### config.mk
export PLATFORM = sky130hd
export DESIGN_NAME = ex_div
export DESIGN_NICKNAME = d
export VERILOG_FILES = /design/src/rtl/ex_div.sv
export SDC_FILE = /design/constraint.sdc
export NUM_CORES = 1
export LEC_CHECK = 0
export BUFFER_PORTS_ARGS = -buffer_cell sky130_fd_sc_hd__clkbuf_2
export CAP_MARGIN = 5
export CORE_MARGIN = 3
export CORE_UTILIZATION = 30
export CTS_BUF_LIST = sky130_fd_sc_hd__clkbuf_8
export DETAILED_ROUTE_END_ITERATION = 10
export GPL_TIMING_DRIVEN = 1
export HOLD_SLACK_MARGIN = 0.15
export PLACE_DENSITY = 0.45
export SYNTH_ARGS = -nofsm -noshare
export SYNTH_HDL_FRONTEND = slang
export SYNTH_SLANG_ARGS = --single-unit
### constraint.sdc
create_clock -name clk -period 3.3 [get_ports clk]
set_input_delay 0.825 -clock clk [delete_from_list [all_inputs] [get_ports clk]]
set_output_delay 0.825 -clock clk [all_outputs]
set_load 0.02 [all_outputs]
### src/rtl/ex_div.sv
// rtl/ex_div.sv - 32-bit multi-cycle restoring divider for the EX stage (signed support under DIV_SIGNED_EN)
module ex_div (
    input  logic        clk,
    input  logic        rst,
    input  logic        signed_div_i,
    input  logic [31:0] opdata1_i,
    input  logic [31:0] opdata2_i,
    input  logic        start_i,
    input  logic        annul_i,
    output logic [63:0] result_o,
    output logic        ready_o
);

    typedef enum logic [1:0] {
        FREE   = 2'd0,
        BYZERO = 2'd1,
        ON     = 2'd2,
        END    = 2'd3
    } state_t;

    state_t      state_q, state_d;
    logic [5:0]  cnt_q, cnt_d;
    logic [64:0] work_q, work_d;
    logic [31:0] dvs_q, dvs_d;
    logic [63:0] result_d;
    logic        ready_d;

    logic [31:0] dvd_abs, dvs_abs;
    logic [31:0] quo_fix, rem_fix;
    logic        accept;

    logic [64:0] shifted;
    logic [32:0] diff;
    logic [64:0] step;
    logic        unused_work_msb;

    assign accept = (state_q == FREE) && start_i && !annul_i && (opdata2_i != 32'd0);

    // Partial remainder never reaches the divisor, so the working register's MSB is always 0.
    assign unused_work_msb = work_q[64];
    assign shifted = {work_q[63:0], 1'b0};
    assign diff    = shifted[64:32] - {1'b0, dvs_q};
    assign step    = diff[32] ? shifted : {diff, shifted[31:1], 1'b1};

`ifdef DIV_SIGNED_EN
    logic dvd_neg, dvs_neg;
    logic neg_quo_q, neg_rem_q;

    assign dvd_neg = signed_div_i & opdata1_i[31];
    assign dvs_neg = signed_div_i & opdata2_i[31];
    assign dvd_abs = dvd_neg ? (~opdata1_i + 32'd1) : opdata1_i;
    assign dvs_abs = dvs_neg ? (~opdata2_i + 32'd1) : opdata2_i;
    assign quo_fix = neg_quo_q ? (~step[31:0] + 32'd1) : step[31:0];
    assign rem_fix = neg_rem_q ? (~step[63:32] + 32'd1) : step[63:32];

    always_ff @(posedge clk) begin
        if (rst) begin
            neg_quo_q <= 1'b0;
            neg_rem_q <= 1'b0;
        end else if (accept) begin
            neg_quo_q <= dvd_neg ^ dvs_neg;
            neg_rem_q <= dvd_neg;
        end
    end
`else
    logic unused_signed;

    assign unused_signed = signed_div_i;
    assign dvd_abs = opdata1_i;
    assign dvs_abs = opdata2_i;
    assign quo_fix = step[31:0];
    assign rem_fix = step[63:32];
`endif

    always_ff @(posedge clk) begin
        if (rst) begin
            state_q  <= FREE;
            cnt_q    <= 6'd0;
            work_q   <= 65'd0;
            dvs_q    <= 32'd0;
            result_o <= 64'd0;
            ready_o  <= 1'b0;
        end else begin
            state_q  <= state_d;
            cnt_q    <= cnt_d;
            work_q   <= work_d;
            dvs_q    <= dvs_d;
            result_o <= result_d;
            ready_o  <= ready_d;
        end
    end

    always_comb begin
        state_d  = state_q;
        cnt_d    = cnt_q;
        work_d   = work_q;
        dvs_d    = dvs_q;
        result_d = result_o;
        ready_d  = ready_o;
        case (state_q)
            FREE: begin
                result_d = 64'd0;
                ready_d  = 1'b0;
                if (start_i && !annul_i) begin
                    if (opdata2_i == 32'd0) begin
                        state_d = BYZERO;
                    end else begin
                        state_d = ON;
                        cnt_d   = 6'd0;
                        work_d  = {33'd0, dvd_abs};
                        dvs_d   = dvs_abs;
                    end
                end
            end
            BYZERO: begin
                if (annul_i) begin
                    state_d  = FREE;
                    result_d = 64'd0;
                    ready_d  = 1'b0;
                end else begin
                    state_d  = END;
                    result_d = 64'd0;
                    ready_d  = 1'b1;
                end
            end
            ON: begin
                if (annul_i) begin
                    state_d  = FREE;
                    result_d = 64'd0;
                    ready_d  = 1'b0;
                end else begin
                    work_d = step;
                    cnt_d  = cnt_q + 6'd1;
                    if (cnt_q == 6'd31) begin
                        state_d  = END;
                        result_d = {rem_fix, quo_fix};
                        ready_d  = 1'b1;
                    end
                end
            end
            END: begin
                if (annul_i || !start_i) begin
                    state_d  = FREE;
                    result_d = 64'd0;
                    ready_d  = 1'b0;
                end
            end
            default: state_d = FREE;
        endcase
    end

endmodule
### Word level (Yosys, flattened, before mapping)

Index checks and enable logic that the tools add are counted.

| word-level totals | value |
|---|---|
| register bits | 169 |
| bits of input ports | 69 |
| output and inout bits | 65 |
| word-level logic and storage cells | 55 |

| cells by class | value |
|---|---|
| add/sub/neg operators | 2 |
| eq/ne operators | 9 |
| multiplexer cells | 25 |
| bitwise operators | 1 |
| reduce and logical (&&, ||, !) cells | 12 |

Operators by type and width:

| operator | number |
|---|---|
| 64-bit 2-to-1 mux | 7 |
| 64-bit one-hot mux with 3 select lines | 1 |
| 64-bit one-hot mux with 2 select lines | 1 |
| 33-bit by 32-bit subtractor with 33-bit output | 1 |
| 32-bit zero test | 1 |
| 6-bit 2-to-1 mux | 3 |
| 2-bit 2-to-1 mux | 6 |
| 6-bit one-hot mux with 2 select lines | 1 |
| 2-bit one-hot mux with 4 select lines | 1 |
| 6-bit by 1-bit adder with 6-bit output (second input constant) | 1 |
| 6-bit by 5-bit equality test with 1-bit output (second input constant) | 1 |
| 2-bit != test (second input constant) | 3 |
| 3-bit AND reduction | 2 |
| 2-bit equality test (second input constant) | 2 |
| 1-bit 2-to-1 mux | 4 |
| 1-bit one-hot mux with 4 select lines | 1 |
| 4-bit AND reduction | 1 |
| 3-bit != test (second input constant) | 1 |
| 2-bit by 1-bit equality test with 1-bit output (second input constant) | 1 |
| 1-bit zero test | 2 |
| 2-bit zero test | 1 |
| 2-bit by 1-bit != test with 1-bit output (second input constant) | 1 |
| 2-bit AND reduction | 1 |
| 2-bit nonzero test | 1 |
| other kinds (4) | 4 |

### Longest topological paths before layout

Gate-level depths: netlist of run 1.

| depth | value |
|---|---|
| word-level depth | 5 |
| depth in mapped cells | 13 |

### Worst setup path before layout of run 1

OpenSTA, ideal clock, no wires.

| timing path | value |
|---|---|
| path kind | reg2reg |
| from | reg work_q[31] |
| to | reg result_o[35] |
| setup time | 0.127 ns |
| data arrival time | 2.936 ns |
| required time | 3.173 ns |
| slack | 0.237 ns |
| stages on the path, launching flop included | 14 |
| buffers on the path | 2 |
| clock period less this slack | 3.063 ns |
| cell sequence | dfxtp_1 -> inv_1 -> ha_1 -> fa_1 -> nor2b_1 -> o31a_1 -> o2111ai_2 -> a211o_1 -> and4b_1 -> a2111oi_4 -> buf_6 -> buf_6 -> mux2i_1 -> o21ai_1 |

| on the way | value |
|---|---|
| word-level cells in the longest chain between the ends | 5 |

Ends and longest elaborated chain:

| item | line | text |
|---|---|---|
| start, declared | 23 | `logic [64:0] work_q, work_d;` |
| start signal, assigned | 86 | `work_q <= work_d;` |
| 33-bit by 32-bit subtractor with 33-bit output | 42 | `assign diff = shifted[64:32] - {1'b0, dvs_q};` |
| 64-bit 2-to-1 mux | 43 | `assign step = diff[32] ? shifted : {diff, shifted[31:1], 1'b1};` |
| 64-bit 2-to-1 mux | 134 | `if (cnt_q == 6'd31) begin` |
| 64-bit 2-to-1 mux | 127 | `if (annul_i) begin` |
| 64-bit one-hot mux with 3 select lines | 100 | `case (state_q)` |
| end signal, assigned | 88 | `result_o <= result_d;` |
| end, declared | 10 | `output logic [63:0] result_o,` |

Every way passes these cells. The select of a mux whose other input is x is not followed.
A chain may end at the register's enable or synchronous reset.

### Worst setup path in the final report of run 1

| timing path | value |
|---|---|
| from | reg work_q[31] |
| to | reg work_q[59] |

| on the way | value |
|---|---|
| word-level cells in the longest chain between the ends | 4 |

Ends and longest elaborated chain:

| item | line |
|---|---|
| 33-bit by 32-bit subtractor with 33-bit output | 42 |
| 64-bit 2-to-1 mux | 43 |
| 64-bit 2-to-1 mux | 127 |
| 64-bit one-hot mux with 2 select lines | 100 |

Every way passes these cells. The select of a mux whose other input is x is not followed.

==> impl_metrics.csv, run 1 <==
group,metric,value,unit
status,status,"finished, final reports clean",
hold_path,hold_depth,2,
critical_path,critPathKind,"register to register",
placement,io_buffers,132,
power,powerDensity,758.2,mW/mm^2
sta,hold_viol,0,
logic_synthesis,yosys-top-cells-area,"dfxtp_1, mux2i_1, nor2_1",
critical_path,crit_slowest_cell,"dfxtp_2",
critical_path,cp_max_fo,8,
clocking,cts.sinks,169,
logic_synthesis,synthCells,986,
global_route,grt_first_pass_wirelength,38750,um
power,p_leak,0.004584,uW
critical_path,worstSetupStartpointType,"register",
critical_path,r2r_end,"work_q[59]",
route,drtIter0Drc,318,
sta,relSlewSlack,0.4302,
clocking,clk_pin_slew,0.13,ns
clocking,cts_buffers,17,
sta,finalCriticalPeriod,3.245,ns
logic_synthesis,ys_seq_area_frac,0.3986,
logic_synthesis,synth_flop_cell,"dfxtp_1",
critical_path,required,3.65,ns
hold_path,holdPathEnd,"result_o[36]",
floorplan,fp.dieH,174.2,um
floorplan,io_pins,134,
placement,gp_routability_congestion,0.7857,
clocking,tritoncts,"done",
clocking,htreeDepth,4,
global_route,grt_pass1_vias,7210,
cells_and_area,drive_above_1_share,0.2606,
critical_path,crit_cells,14,
floorplan,fp-row-count,60,
floorplan,core_area,0.02740,mm^2
cells_and_area,final_core_util,0.3953,
logic_synthesis,ys_top_cells_by_count,"dfxtp_1, nor2_1, mux2i_1, nand2_1, o21ai_0",
logic_synthesis,ys_warn_count,0,
sta,finalSetupViolCount,0,
logic_synthesis,synth-edff-count,0,
logic_synthesis,synth_fp_nets,1093,
critical_path,crit_family,"compound AO/OA/AOI/OAI gates",
route,finalWirelength,23970,um
placement,dp.cells,1490,
critical_path,cp-startpoint,"work_q[31]",
job,cap_violations,0,
logic_synthesis,netlist_area,0.008488,mm^2
critical_path,r2r_slack,0.05,ns
route,avgViaCountPerCell,4.843,
logic_synthesis,synth.avg_cell_area,8.609,um^2
clocking,clk-insertion-delay-late,0.49,ns
cells_and_area,final_nets,1253,
global_route,antenna_found_initial,1,
global_route,grt_max_degree,76,
route,dr.pass1.iters,4,
critical_path,slowest_delay,0.37,ns
cells_and_area,n_antenna_cell,0,
floorplan,die_x,174.2,um
route,vias,7414,
global_route,grt_usage,0.1569,
placement,dp_hpwl,17460,um
critical_path,reg2reg_from,"work_q[31]",
sta,fmax,0.3082,GHz
route,ant_nets,0,
sta,whs,0.4531,ns
sta,min_period_over_period,0.9833,
critical_path,arrival,3.60,ns
logic_synthesis,synth_top_area_frac,0.3986,
logic_synthesis,synthArstFlopShare,0,
global_route,grt.overflow.total,0,
power,ir_worst_vdd,325.3,uV
logic_synthesis,synth_seq_cells,169,
critical_path,critPathBufInv,4,
clocking,clk_path_buf_depth,2,
cells_and_area,area_growth,27.62,%
logic_synthesis,synth_top_area_cell,"dfxtp_1",
route,drc,0,
clocking,cts-root-buf,"clkbuf_8",
floorplan,die-area,0.03035,mm^2
sta,worst_pin_slew,0.8547,ns
sta,finalClockSkew,0.02643,ns
sta,slew_viol_final,0,
hold_path,hold_path.startpoint,"result_o[36]",
cells_and_area,final_cells,1531,
logic_synthesis,yosysMostFrequentCell,"dfxtp_1",
logic_synthesis,synthDistinctLibCells,61,
route,wl_per_cell,15.65,um
critical_path,crit_path_end_kind,"register",
hold_path,hold_path_class,"register to register",
critical_path,reg2reg_depth,14,
floorplan,start_util,0.3098,
sta,rsz0062_at_grt,"true",
critical_path,crit_chain,"inv_2 -> ha_2 -> fa_2 -> nor2b_2 -> o31a_1 -> o2111ai_2 -> a211o_1 -> and4b_1 -> a2111oi_4 -> buf_4 -> buf_6 -> buf_12 -> mux2i_4 -> o21ai_1",
==> placed cells by master (no fill, tap or decap), types with 6 or more instances in the layout <==
cell type / count
a21oi_1: 33
mux2i_1: 68
mux2i_4: 14
clkinv_8: 6
dfxtp_1: 165
a22oi_1: 33
nand2b_1: 6
o21ai_0: 34
buf_4: 58
nor3_1: 10
a211oi_1: 37
mux2i_2: 10
o21ai_2: 9
xor2_1: 14
clkbuf_2: 131
nand4_1: 9
xnor2_1: 13
ha_1: 32
nor4_1: 9
inv_1: 45
a31oi_1: 8
o211ai_1: 7
nand3_1: 8
clkbuf_8: 17
nor2_1: 132
buf_12: 7
o21a_1: 7
o21ai_1: 34
nand2_1: 92
a21o_1: 14
==> kinds of logic (layout without fill, tap and decap cells) <==
logic type | after synthesis | after routing | share of synthesized area
compound gates | 251 | 251 | 0.1977
xor+xnor | 27 | 27 | 0.02786
fa+ha+maj | 38 | 38 | 0.05690
buf+inv | 109 | 282 | 0.05130
flops | 169 | 169 | 0.3986
mux | 99 | 99 | 0.1178
simple gates | 293 | 293 | 0.1499
==> worst max-delay path by stage <==
stage,endpoint,slack (ns)
after floorplan,result_o[35],0.24
after global placement,result_o[43],-0.10
after detailed placement,result_o[43],-0.11
after CTS,work_q[58],0.004
after global routing,work_q[59],-0.11
final,work_q[59],0.05
==> state kept, by name, indices dropped and copies added (netlist names) <==
register and flops:
work_q 64, ready_o 1, dvs_q 32, state_q 2, result_o 64, cnt_q 6
==> power by group <==
part / total, uW / internal, uW / switching, uW
Clock: 1650 / 620 / 1030
Combinational: 4090 / 1950 / 2140
Sequential: 2480 / 2290 / 185
Total: 8210 / 4860 / 3350
==> worst reg2reg max path, cell delays in order, from the launching register on <==
cell,delay [ns]
dfxtp_2,0.37
inv_2,0.04
ha_2,0.19
fa_2,0.35
nor2b_2,0.13
o31a_1,0.23
o2111ai_2,0.17
a211o_1,0.33
and4b_1,0.22
a2111oi_4,0.31
buf_4,0.20
buf_6,0.12
buf_12,0.13
mux2i_4,0.24
o21ai_1,0.09
==> layout make-up <==
cell class	count	area (um^2)
Clock buffer	17	234.0
Clock inverter	15	217.7
Fill cell	2850	16570
Inverter	48	180.2
Multi-Input combinational cell	708	5035
Sequential cell	169	3388
Tap cell	372	465.4
Timing Repair Buffer	202	1313
==> layer usage <==
layer	global-route usage	part of all wire	wire, um
met5	0	0.00029	7
met4	0.03016	0.0045	109
met3	0.04587	0.046	1114
met2	0.2551	0.46	11130
met1	0.2084	0.48	11610
==> per-stage QoR <==
step	setup WS (ns)	instance area, um^2	setup TNS, ns	power (uW)
floorplan	0.2371	8488	0	4871
global placement	-0.1034	9922	-0.9432	5896
detailed placement	-0.1132	9922	-1.291	5901
CTS	0.004393	10400	0	7618
global route	-0.1105	10830	-2.524	8777
finish	0.05500	10830	0	8214
==> timing repair <==
action / in CTS / in global routing
gates resized for setup: 2 / 101
gates cloned: 0 / 1
hold buffers: 0 / 0
buffers inserted: 2 / 6
pin swaps: 1 / 10
endpoints found under the setup margin: 54 / 65
Note: power is estimated with default switching activity, not from simulation.
==> run 2: changes to the inputs <==
--- a/config.mk
+++ b/config.mk
@@ -9,11 +9,10 @@
 export CAP_MARGIN = 5
 export CORE_MARGIN = 3
 export CORE_UTILIZATION = 30
-export CTS_BUF_LIST = sky130_fd_sc_hd__clkbuf_8
 export DETAILED_ROUTE_END_ITERATION = 10
 export GPL_TIMING_DRIVEN = 1
 export HOLD_SLACK_MARGIN = 0.15
-export PLACE_DENSITY = 0.45
+export PLACE_DENSITY_LB_ADDON = 0.3
 export SYNTH_ARGS = -nofsm -noshare
 export SYNTH_HDL_FRONTEND = slang
 export SYNTH_SLANG_ARGS = --single-unit
==> impl_metrics.csv, run 2 (synthesis results as in run 1) <==
group,metric,value,unit
power,p_seq_frac,0.291,
critical_path,crit_chain,"inv_2 -> ha_4 -> o211ai_1 -> a2111oi_4 -> o2111ai_2 -> a211o_1 -> and4b_1 -> a2111oi_4 -> buf_6 -> buf_8 -> mux2i_4 -> o21ai_1",
critical_path,required,3.62,ns
floorplan,start_util,0.3098,
clocking,tritoncts,"done",
critical_path,critPathKind,"register to register",
clocking,htreeDepth,4,
power,p_leak,0.004563,uW
critical_path,worstSetupStartpointType,"register",
route,vias,7471,
placement,dp.cells,1475,
sta,hold_viol,0,
power,swShare,0.3880,
floorplan,fp-row-count,60,
critical_path,arrival,3.55,ns
clocking,clk-insertion-delay-late,0.44,ns
route,wl_per_cell,15.29,um
clocking,cts.sinks,169,
global_route,grt_pass1_vias,7265,
route,wl_met2,10780,um
critical_path,crit_family,"compound AO/OA/AOI/OAI gates",
global_route,antenna_found_initial,2,
placement,place_ws,-0.04014,ns
floorplan,fp.dieH,174.2,um
power,p_int,5208,uW
global_route,grt_usage,0.1502,
sta,worst_pin_slew,0.9503,ns
power,total_power,8510,uW
sta,relSlewSlack,0.3664,
clocking,clk_path_buf_depth,2,
cells_and_area,drive_above_1_share,0.2441,
clocking,cts_hold_buffers,0,
sta,finalSetupViolCount,0,
floorplan,die_x,174.2,um
cells_and_area,final_cells,1520,
sta,finalClockSkew,0.01639,ns
floorplan,core_area,0.02740,mm^2
global_route,grt_first_pass_wirelength,37530,um
floorplan,io_pins,134,
sta,slew_viol_final,0,
critical_path,critPathBufInv,3,
placement,gp_routability_congestion,0.8791,
route,finalWirelength,23240,um
global_route,grt_max_degree,88,
clocking,cts_buffers,17,
route,dr.pass1.iters,5,
route,wl_met1,10740,um
sta,setup_tns,0,ns
sta,min_period_over_period,0.9785,
global_route,grt.overflow.total,0,
power,ir_worst_vdd,305.8,uV
route,drtIter0Drc,329,
cells_and_area,final_nets,1241,
placement,io_buffers,132,
route,ant_nets,0,
floorplan,die-area,0.03035,mm^2
clocking,cts-root-buf,"clkbuf_16",
route,highest_layer,"met5",
job,cap_violations,0,
critical_path,slowest_delay,0.42,ns
route,drc,0,
sta,rsz0062_at_grt,"true",
status,status,"finished, final reports clean",
power,pwr-share-comb,0.458,
placement,dp_hpwl,16680,um
power,power_frac_clock,0.251,
sta,setup_ws,0.07089,ns
cells_and_area,layout_common_cells,"dfxtp_1, nor2_1, clkbuf_2, nand2_1, mux2i_1",
power,p_sw,3302,uW
cells_and_area,area_growth,27.76,%
cells_and_area,layout_commonest_cell,"dfxtp_1",
critical_path,crit_path_frequent_cell,"a2111oi_4",
sta,fmax,0.3097,GHz
clocking,clk_pin_slew,0.08,ns
power,powerDensity,784.7,mW/mm^2
route,avgViaCountPerCell,4.915,
sta,whs,0.4495,ns
sta,finalCriticalPeriod,3.229,ns
critical_path,crit_path_end_kind,"register",
hold_path,hold_path_class,"register to register",
route,wl_met3,1440,um
critical_path,cp_max_fo,7,
cells_and_area,top_regs,"result_o x64, work_q x64, dvs_q x32",
critical_path,crit_slowest_cell,"a2111oi_4",
-- run 2: cell count changes in the layout (fill, tap and decap cells not counted), moves of 4 or more --
cell / change
o21ai_2: -6
mux2_2: +4
mux2_4: -4
clkbuf_8: -17
o21ai_1: +16
clkbuf_16: +16
buf_4: -10
o21ai_0: -10
-- run 2: final timing paths --
path | start | to | slack (ns) | cells after the start
worst min-delay path | result_o[40] | result_o[40] | 0.45 | 2
worst max register to register | dvs_q[5] | work_q[54] | 0.07 | 12
worst max-delay path | dvs_q[5] | work_q[54] | 0.07 | 12
worst min register to register | result_o[40] | result_o[40] | 0.45 | 2
-- run 2: worst register-to-register path: cells and delay by family, from the launching register on --
kind	cells	cell delay (ns)
AO/OA/AOI/OAI	6	1.62
buffers and inverters	3	0.43
flip-flops	1	0.34
adder cells (fa/ha/maj)	1	0.28
multiplexers	1	0.23
AND/OR/NAND/NOR	1	0.22
-- run 2: repair_timing --
item / CTS / global route
pin swaps: 1 / 18
setup buffers: 0 / 12
gates resized for setup: 4 / 89
endpoints found under the setup margin: 32 / 60
gates cloned: 0 / 0
hold endpoints to repair: 0 / 0
-- run 2: through the flow --
step                instance area, um^2  utilization
floorplan                          8488            -
global placement                   9797       0.3575
CTS                               10450       0.3814
detailed placement                 9797       0.3575
finish                            10840       0.3958
global route                      10840       0.3958
-- run 2: routing by layer --
metal / vias to the layer above / GRT usage
met4: 2 / 0.03988
met3: 21 / 0.04762
met1: 3499 / 0.1938
li1: 3794 / -
met5: - / 0
met2: 155 / 0.2430
-- run 2: power groups by stage --
stage / clock [uW] / sequential [uW] / combinational [uW]
after floorplan: 0 / 2500 / 2370
after global placement: 0 / 2510 / 3250
after detailed placement: 0 / 2520 / 3280
after CTS: 2200 / 2470 / 3320
after global routing: 2280 / 2510 / 4260
final: 2140 / 2480 / 3900
-- run 2: final cells by class --
class | count | area [um^2]
antenna | 1 | 2.502
sequential | 169 | 3387
timing repair buffer | 190 | 1179
fill | 2796 | 16560
multi-input combinational | 708 | 4990
tap | 372 | 465.4
clock buffer | 17 | 425.4
inverter | 48 | 180.2
clock inverter | 15 | 215.2
==> run 3: changes to the inputs <==
--- a/config.mk
+++ b/config.mk
@@ -7,6 +7,7 @@
 export LEC_CHECK = 0
 export BUFFER_PORTS_ARGS = -buffer_cell sky130_fd_sc_hd__clkbuf_2
 export CAP_MARGIN = 5
+export CORE_ASPECT_RATIO = 0.6
 export CORE_MARGIN = 3
 export CORE_UTILIZATION = 30
 export DETAILED_ROUTE_END_ITERATION = 10
==> impl_metrics.csv, run 3 (synthesis results as in run 1) <==
group,metric,value,unit
status,status,"complete, but fails checks",
status,violations,"setup timing",
floorplan,start_util,0.3065,
critical_path,crit_cells,12,
route,ant_nets,0,
route,vias,7577,
power,powerDensity,794.6,mW/mm^2
floorplan,die_x,223.2,um
sta,finalSetupViolCount,18,
job,cap_violations,0,
critical_path,required,3.63,ns
power,p_leak,0.004612,uW
global_route,antenna_found_initial,1,
clocking,tritoncts,"done",
power,p_int,5357,uW
clocking,clk_pin_slew,0.07,ns
global_route,grt_pass1_vias,6889,
sta,fmax,0.2992,GHz
cells_and_area,final_nets,1244,
hold_path,hold_depth,2,
floorplan,io_pins,134,
floorplan,core_area,0.02770,mm^2
sta,min_period_over_period,1.013,
power,power_frac_clock,0.244,
route,wl_per_cell,16.54,um
clocking,htreeDepth,4,
critical_path,cp_max_fo,5,
sta,slew_viol_final,0,
route,finalWirelength,25080,um
sta,hold_viol,0,
critical_path,critPathBufInv,3,
placement,place_ws,-0.2144,ns
hold_path,hold_path_class,"register to register",
sta,setup_tns,-0.4132,ns
clocking,clk_path_buf_depth,2,
critical_path,crit_path_end_kind,"register",
floorplan,fp-row-count,47,
critical_path,slowest_delay,0.46,ns
critical_path,crit_chain,"ha_4 -> o211ai_1 -> a2111oi_4 -> o2111ai_2 -> a211o_1 -> and4b_1 -> a2111oi_4 -> buf_6 -> buf_12 -> buf_12 -> mux2i_4 -> o21ai_1",
power,swShare,0.3810,
floorplan,fp.dieH,136.3,um
placement,gp_routability_congestion,0.8903,
clocking,cts.sinks,169,
power,ir_worst_vdd,326.8,uV
cells_and_area,layout_common_cells,"dfxtp_1, nor2_1, clkbuf_2, nand2_1, mux2i_1",
floorplan,die-area,0.03041,mm^2
sta,whs,0.4445,ns
placement,dp.cells,1474,
sta,rsz0062_at_grt,"true",
sta,finalCriticalPeriod,3.343,ns
cells_and_area,final_cells,1516,
critical_path,crit_family,"compound AO/OA/AOI/OAI gates",
sta,finalClockSkew,0.01293,ns
route,drc,0,
placement,io_buffers,132,
cells_and_area,drive_above_1_share,0.2448,
route,avgViaCountPerCell,4.998,
global_route,grt_first_pass_wirelength,38260,um
critical_path,reg2reg_depth,12,
global_route,grt_usage,0.1602,
sta,relSlewSlack,0.3080,
cells_and_area,layout_commonest_cell,"dfxtp_1",
clocking,cts_buffers,17,
power,p_seq_frac,0.286,
critical_path,arrival,3.67,ns
cells_and_area,top_regs,"result_o x64, work_q x64, dvs_q x32",
critical_path,critPathKind,"register to register",
power,pwr-share-comb,0.470,
route,dr.pass1.iters,5,
global_route,grt.overflow.total,0,
sta,setup_ws,-0.04258,ns
power,p_sw,3297,uW
sta,worst_pin_slew,1.038,ns
clocking,clk-insertion-delay-late,0.45,ns
clocking,cts_hold_buffers,0,
global_route,grt_max_degree,90,
critical_path,worstSetupStartpointType,"register",
critical_path,crit_slowest_cell,"a2111oi_4",
placement,dp_hpwl,17750,um
cells_and_area,area_growth,28.32,%
clocking,cts-root-buf,"clkbuf_16",
route,drtIter0Drc,510,
==> run 3: stage by stage <==
step                utilization  instance area (um^2)  total power, uW
floorplan                     -                  8488             4871
global placement         0.3550                  9833             5770
detailed placement       0.3550                  9833             5804
global route             0.3932                 10890             9196
CTS                      0.3804                 10540             8170
finish                   0.3932                 10890             8655
==> run 3: per-layer routing <==
layer  routed length [um]  vias up  GRT usage
met3                 1364       22    0.04402
li1                     -     3814          -
met2                10210      170     0.2178
met1                13220     3571     0.2443
met5                    0        -          0
met4                  287        0    0.04092
==> run 3: final timing paths <==
path / endpoint / slack (ns) / from
max: work_q[54] / -0.04 / work_q[38]
min: result_o[49] / 0.44 / result_o[49]
max reg2reg: work_q[54] / -0.04 / work_q[38]
min reg2reg: result_o[49] / 0.44 / result_o[49]
==> run 3: power by group through the flow <==
stage / registers [uW] / logic (uW) / clock network, uW
floorplan: 2500 / 2370 / 0
global placement: 2510 / 3260 / 0
detailed placement: 2520 / 3290 / 0
CTS: 2470 / 3510 / 2190
global route: 2510 / 4420 / 2260
finish: 2480 / 4060 / 2110
==> run 3: cell type report <==
type                            count  area (um^2)
Multi-Input combinational cell    708         5016
Timing Repair Buffer              193         1235
Inverter                           48        180.2
Antenna cell                        1        2.502
Clock buffer                       17        425.4
Tap cell                          367        459.2
Fill cell                        2809        16810
Sequential cell                   169         3387
Clock inverter                     13        186.4
==> run 3: worst register-to-register path: cells and delay by family (launching register included) <==
kind            cells  cell delay (ns)
fa+ha+maj           1             0.32
flops               1             0.37
buf+inv             3             0.49
mux                 1             0.24
simple gates        1             0.24
compound gates      6             1.57
==> run 3: what timing repair did <==
item,CTS,global route
buffers inserted,5,4
setup endpoints to repair,60,63
gates cloned,1,2
gates resized for setup,3,80
pin swaps,2,14
endpoints found under the hold margin,0,0
